<file path="config.mk">
export PLATFORM = sky130hd
export DESIGN_NAME = seven_segment_display_capture
export DESIGN_NICKNAME = d
export VERILOG_FILES = /design/src/rtl/seven_segment_display_capture.sv
export SDC_FILE = /design/constraint.sdc
export NUM_CORES = 1
export LEC_CHECK = 0
export ABC_AREA = 1
export BUFFER_PORTS_ARGS = -buffer_cell sky130_fd_sc_hd__buf_2
export CAP_MARGIN = 15
export CELL_PAD_IN_SITES_DETAIL_PLACEMENT = 0
export CELL_PAD_IN_SITES_GLOBAL_PLACEMENT = 1
export CORE_MARGIN = 1.5
export CORE_UTILIZATION = 37
export DETAILED_ROUTE_END_ITERATION = 8
export GPL_TIMING_DRIVEN = 1
export PLACE_DENSITY = 0.78
export REMOVE_ABC_BUFFERS = 1
export SETUP_SLACK_MARGIN = 0.2
export SYNTH_ARGS = -nofsm -noshare
export SYNTH_HDL_FRONTEND = slang
export SYNTH_SLANG_ARGS = --single-unit
</file>
<file path="constraint.sdc">
create_clock -name clk -period 1.5 [get_ports clk]
set_input_delay 0.3 -clock clk [delete_from_list [all_inputs] [get_ports clk]]
set_output_delay 0.3 -clock clk [all_outputs]
set_load 0.1 [all_outputs]
</file>
<file path="src/rtl/seven_segment_display_capture.sv">
// Seven-segment display capture: samples an active-low segment bus and a
// one-hot anode bus, waits for a pattern to hold for STABLE_CYCLES edges,
// and decodes it back to a hex nibble for the addressed digit.
// Optional feature macro: SEVEN_SEG_CAPTURE_BLANK_EN. When it is defined,
// the all-off pattern 7F is accepted as a blank digit instead of being
// reported as a bad pattern.
module seven_segment_display_capture #(
  parameter int STABLE_CYCLES = 4,
  parameter int CNT_W         = 8
) (
  input  logic        clk,
  input  logic        rst_n,
  input  logic [6:0]  seg_in,
  input  logic [3:0]  anode_in,
  input  logic        clear,
  output logic [15:0] digits_out,
  output logic [3:0]  digit_valid,
  output logic        update,
  output logic        bad_pattern,
  output logic [7:0]  bad_count
);

  typedef enum logic [1:0] {IDLE, SETTLE, CAPTURE, HOLD} state_t;

  localparam logic [CNT_W-1:0] CNT_MAX = CNT_W'(STABLE_CYCLES);
`ifdef SEVEN_SEG_CAPTURE_BLANK_EN
  localparam logic BLANK_EN = 1'b1;
`else
  localparam logic BLANK_EN = 1'b0;
`endif

  state_t            state, state_nxt;
  logic [10:0]       samp;
  logic [10:0]       cur;
  logic [CNT_W-1:0]  cnt, cnt_nxt;
  logic              diff, cur_hot;
  logic              wr, dec_ok, blank, upd_c, bad_c;
  logic [3:0]        dec_nib;

  function automatic logic is_onehot(input logic [3:0] a);
    return (a != 4'd0) && ((a & (a - 4'd1)) == 4'd0);
  endfunction

  // Returns {ok, nibble}; ok is low for any pattern outside the hex table.
  function automatic logic [4:0] decode(input logic [6:0] s);
    case (s)
      7'h01: return 5'h10;
      7'h4F: return 5'h11;
      7'h12: return 5'h12;
      7'h06: return 5'h13;
      7'h4C: return 5'h14;
      7'h24: return 5'h15;
      7'h20: return 5'h16;
      7'h0F: return 5'h17;
      7'h00: return 5'h18;
      7'h04: return 5'h19;
      7'h08: return 5'h1A;
      7'h60: return 5'h1B;
      7'h31: return 5'h1C;
      7'h42: return 5'h1D;
      7'h30: return 5'h1E;
      7'h38: return 5'h1F;
      default: return 5'h00;
    endcase
  endfunction

  assign cur     = {anode_in, seg_in};
  assign diff    = (cur != samp);
  assign cur_hot = is_onehot(anode_in);

  // Stability count: restart at 1 on any change, otherwise count up and saturate.
  always_comb begin
    cnt_nxt = cnt;
    if (diff)                cnt_nxt = {{(CNT_W-1){1'b0}}, 1'b1};
    else if (cnt != CNT_MAX) cnt_nxt = cnt + 1'b1;
  end

  // Sample register and stability counter; clear forgets the count.
  always_ff @(posedge clk or negedge rst_n) begin
    if (!rst_n) begin
      samp <= '0;
      cnt  <= '0;
    end else begin
      samp <= cur;
      cnt  <= clear ? '0 : cnt_nxt;
    end
  end

  // FSM state register.
  always_ff @(posedge clk or negedge rst_n) begin
    if (!rst_n)     state <= IDLE;
    else if (clear) state <= IDLE;
    else            state <= state_nxt;
  end

  // FSM next state. CAPTURE is entered on the edge where the count reaches
  // STABLE_CYCLES, so the write lands one edge later, on the capture edge.
  always_comb begin
    state_nxt = state;
    case (state)
      IDLE:    if (cur_hot) state_nxt = SETTLE;
      SETTLE: begin
        if (diff && !cur_hot)     state_nxt = IDLE;
        else if (cnt_nxt == CNT_MAX) state_nxt = CAPTURE;
      end
      CAPTURE, HOLD: begin
        if (diff) state_nxt = cur_hot ? SETTLE : IDLE;
        else      state_nxt = HOLD;
      end
      default: state_nxt = IDLE;
    endcase
  end

  // FSM outputs: decode the held sample while in CAPTURE; clear suppresses it.
  always_comb begin
    wr      = (state == CAPTURE) && !clear;
    {dec_ok, dec_nib} = decode(samp[6:0]);
    blank   = BLANK_EN && (samp[6:0] == 7'h7F);
    upd_c   = wr && (dec_ok || blank);
    bad_c   = wr && !dec_ok && !blank;
  end

  // Captured digit state, pulses and saturating error count.
  always_ff @(posedge clk or negedge rst_n) begin
    if (!rst_n) begin
      digits_out  <= '0;
      digit_valid <= '0;
      update      <= 1'b0;
      bad_pattern <= 1'b0;
      bad_count   <= '0;
    end else if (clear) begin
      digits_out  <= '0;
      digit_valid <= '0;
      update      <= 1'b0;
      bad_pattern <= 1'b0;
      bad_count   <= '0;
    end else begin
      update      <= upd_c;
      bad_pattern <= bad_c;
      for (int i = 0; i < 4; i++) begin
        if (wr && samp[7+i]) begin
          if (dec_ok) begin
            digits_out[4*i +: 4] <= dec_nib;
            digit_valid[i]       <= 1'b1;
          end else begin
            if (blank) digits_out[4*i +: 4] <= 4'h0;
            digit_valid[i] <= 1'b0;
          end
        end
      end
      if (bad_c && bad_count != 8'hFF) bad_count <= bad_count + 8'd1;
    end
  end

endmodule
</file>
==> impl_metrics.toml <==
[yosys]
syn_area_um2 = 2730
synth_area_leaders = "dfrtp_1 47%, nand2_1 13%, nor2_1 5.8%"
ys_types = 31
synth_ff_type = "dfrtp_1"
ys_seq_elements = 51
synth_edf_count = 0
syn_avg_cell_area_um2 = 7.83
ys_warn_count = 0
netlist_instances = 348
synth_top_area_share_pct = 46.8
async_flop_share_pct = 100
ys_seq_area_share_pct = 46.8
yosys.area.top_type = "dfrtp_1"

[power]
switching_share_pct = 30.7
power_density_nw_per_um2 = 782
clkPwrFrac_pct = 32.5
power_report.internal_total_mw = 2.15
p_seq_share_pct = 47.1
pwr-share-comb_pct = 20.4
ir_drop_v = 0.000471
p_sw_mw = 0.954
p_leak_nw = 1.95

[critical_path]
end_kind = "flop"
crit_arrival_ns = 1.87
path_class = "reg -> reg"
worstReg2RegEnd = "bad_count[7]$_DFFE_PN0P_"
cp-start-kind = "flop"
timing.critical_path.mode_cell = "nor2_1"
cp.required_ns = 1.70
cp_max_fo = 6
r2r-start = "samp[1]$_DFF_PN0_"
regToRegSetupSlack_ns = -0.17
slowest_delay_ns = 0.43
cp_cell_sequence = "inv_2 > nor2_1 > nand2_1 > nor2_1 > nor2_1 > nand2_2 > nor2_8 > nand4_4 > buf_6 > nand3_1 > nand2_1"
crit_start = "samp[1]$_DFF_PN0_"
rr_worst_depth = 11
crit_end = "bad_count[7]$_DFFE_PN0P_"
cpMaxStageDelayCell = "dfrtp_1"

[place]
dp_cells = 525
io_buffers = 43
place_hpwl_um = 4860
pre_cts_slack_ns = -0.251
place_area_um2 = 3400
finalWeightedCongestion = 0.930

[clock_network]
cts.clk_slew.worst_paths_ns = 0.10
htree_levels = 2
cts_made_buffers = 5
clockBufferDepth = 2
insertion_delay_ns = 0.30
clock_sinks = 51
clock-root-buffer = "clkbuf_8"
cts_tree = "built"

[die]
start_util_pct = 38.0
num_io_pins = 44
rows = 31
dieArea_um2 = 7890
core_um2 = 7180
die_y_um = 88.8
dieWidth_um = 88.8

[sta]
slew_viol_final = 0
rsz0062_at_grt = "yes"
fin_crit_sh_pct = 111
hold_slack_ns = 0.121
finalCriticalPeriod_ns = 1.67
slew-limit-headroom_pct = 71.1
worst_pin_slew_ns = 0.429
finalClockSkew_ns = 0.00798
hold_violations = 0
finalSetupViolations = 38
finalWorstSetupSlack_ns = -0.172
clock.fmax_mhz = 598

[finish]
drive_gt1_share_pct = 37.4
fin_nets = 460
final_util_pct = 55.3
n_fill_cell = 662
syn2layout_area_growth_pct = 45.7
stdcell_area_um2 = 3970
n_antenna_cell = 0
stdcell_count = 543

[flow_run]
max_cap_viol_count = 0

[routing]
drtPass1Iterations = 4
drt-total-wl_um = 6650
wire_per_inst_um = 12.2
drt_iter0_markers = 131
drc = 0
postRouteAntennaNets = 0
vias = 2523
vias_per_cell = 4.65

[global_route]
overflow = 0
grt_pass1_vias = 2409
grt_first_pass_wirelength_um = 10900
antenna_found_initial = 0
grt_usage_pct = 17.9
grt_max_degree = 52

[status]
violations = "negative setup slack"
status = "finished with violations"

[hold_path]
hp-class = "in -> reg"
hold_path_depth = 1
-- sequential cells by signal (all words and copies together) (netlist names) --
name,count
digits_out,16
samp,11
bad_count,8
cnt,8
digit_valid,4
state,2
bad_pattern,1
update,1
-- stage by stage --
step,TNS [ns],total power [mW]
finish,-4.67,3.11
floorplan,-6.88,1.87
global route,-9.52,3.24
detailed placement,-6.38,2.06
CTS,-3.64,3.11
global placement,-5.64,2.06
-- timing repair --
| item | 4_1_cts | 5_1_grt |
|---|---|---|
| gates resized for setup | 78 | 33 |
| buffers inserted | 5 | 4 |
| pin swaps | 8 | 11 |
| hold buffers | 1 | 0 |
| endpoints found under the setup margin | 70 | 54 |
| hold endpoints to repair | 51 | 0 |
-- power groups by stage --
stage                     combinational, mW  clock [mW]  sequential, mW
final                                 0.633        1.01            1.46
after global routing                  0.684        1.09            1.47
after CTS                             0.616        1.04            1.46
after detailed placement              0.579           0            1.49
after global placement                0.577           0            1.48
after floorplan                       0.163           0            1.70
-- worst min path at each step --
stage                    from                        end
floorplan               rst_n   bad_count[0]$_DFFE_PN0P_
global placement        rst_n  digits_out[1]$_DFFE_PN0P_
detailed placement      rst_n  digits_out[1]$_DFFE_PN0P_
CTS                 seg_in[6]          samp[6]$_DFF_PN0_
global route        seg_in[5]          samp[5]$_DFF_PN0_
finish              seg_in[6]          samp[6]$_DFF_PN0_
-- cell usage after synthesis (2+ instances only) --
master,instances
a21oi_1,7
xor2_1,5
inv_2,7
nor3_1,9
xnor2_1,9
dfrtp_1,51
nand2_2,7
ha_1,3
clkbuf_1,2
nand2_1,97
inv_1,31
nor2_1,42
nor2_2,4
nand4_1,5
o21ai_1,7
nand3_2,3
o21ai_0,20
nand3_1,26
-- critical path: cells and delay by family (launching register included) --
family | cells | cell delay (ns)
buffers and inverters | 2 | 0.26
DFF | 1 | 0.43
and+or+nand+nor | 9 | 0.89
-- metal layers --
metal | GRT usage [%] | wire length (µm) | vias to the layer above
met4 | 5.11 | 82 | 0
met3 | 3.64 | 242 | 6
met2 | 29.4 | 3140 | 47
met5 | 0 | 0 | -
li1 | - | - | 1304
met1 | 24.0 | 3180 | 1166
-- layout make-up --
class                      count  area, µm²  area share [%]
clock buffer                   6       82.6            2.08
clock inverter                 2       35.0           0.882
inverter                      38        143            3.59
multi-input combinational    255       1490            37.5
sequential                    51       1280            32.3
tap                           99        124            3.12
timing repair buffer          92        815            20.5
-- cells in the final DEF, fill, tap and decap left out, types with 13 or more instances in the layout --
cell | Yosys | final
buf_2 | 1 | 13
o21ai_0 | 20 | 15
buf_6 | 0 | 17
buf_4 | 0 | 53
nand3_1 | 26 | 23
inv_1 | 31 | 30
nor2_1 | 42 | 30
dfrtp_1 | 51 | 46
nand2_1 | 97 | 93
-- cell families after synthesis --
group | Yosys count | synth area share [%]
buffers and inverters | 42 | 5.83
AND/OR/NAND/NOR | 199 | 33.4
AO/OA/AOI/OAI | 39 | 8.04
adder cells (fa/ha/maj) | 3 | 1.38
flip-flops | 51 | 46.8
XOR/XNOR | 14 | 4.50
Note: power is estimated with default switching activity, not from simulation.
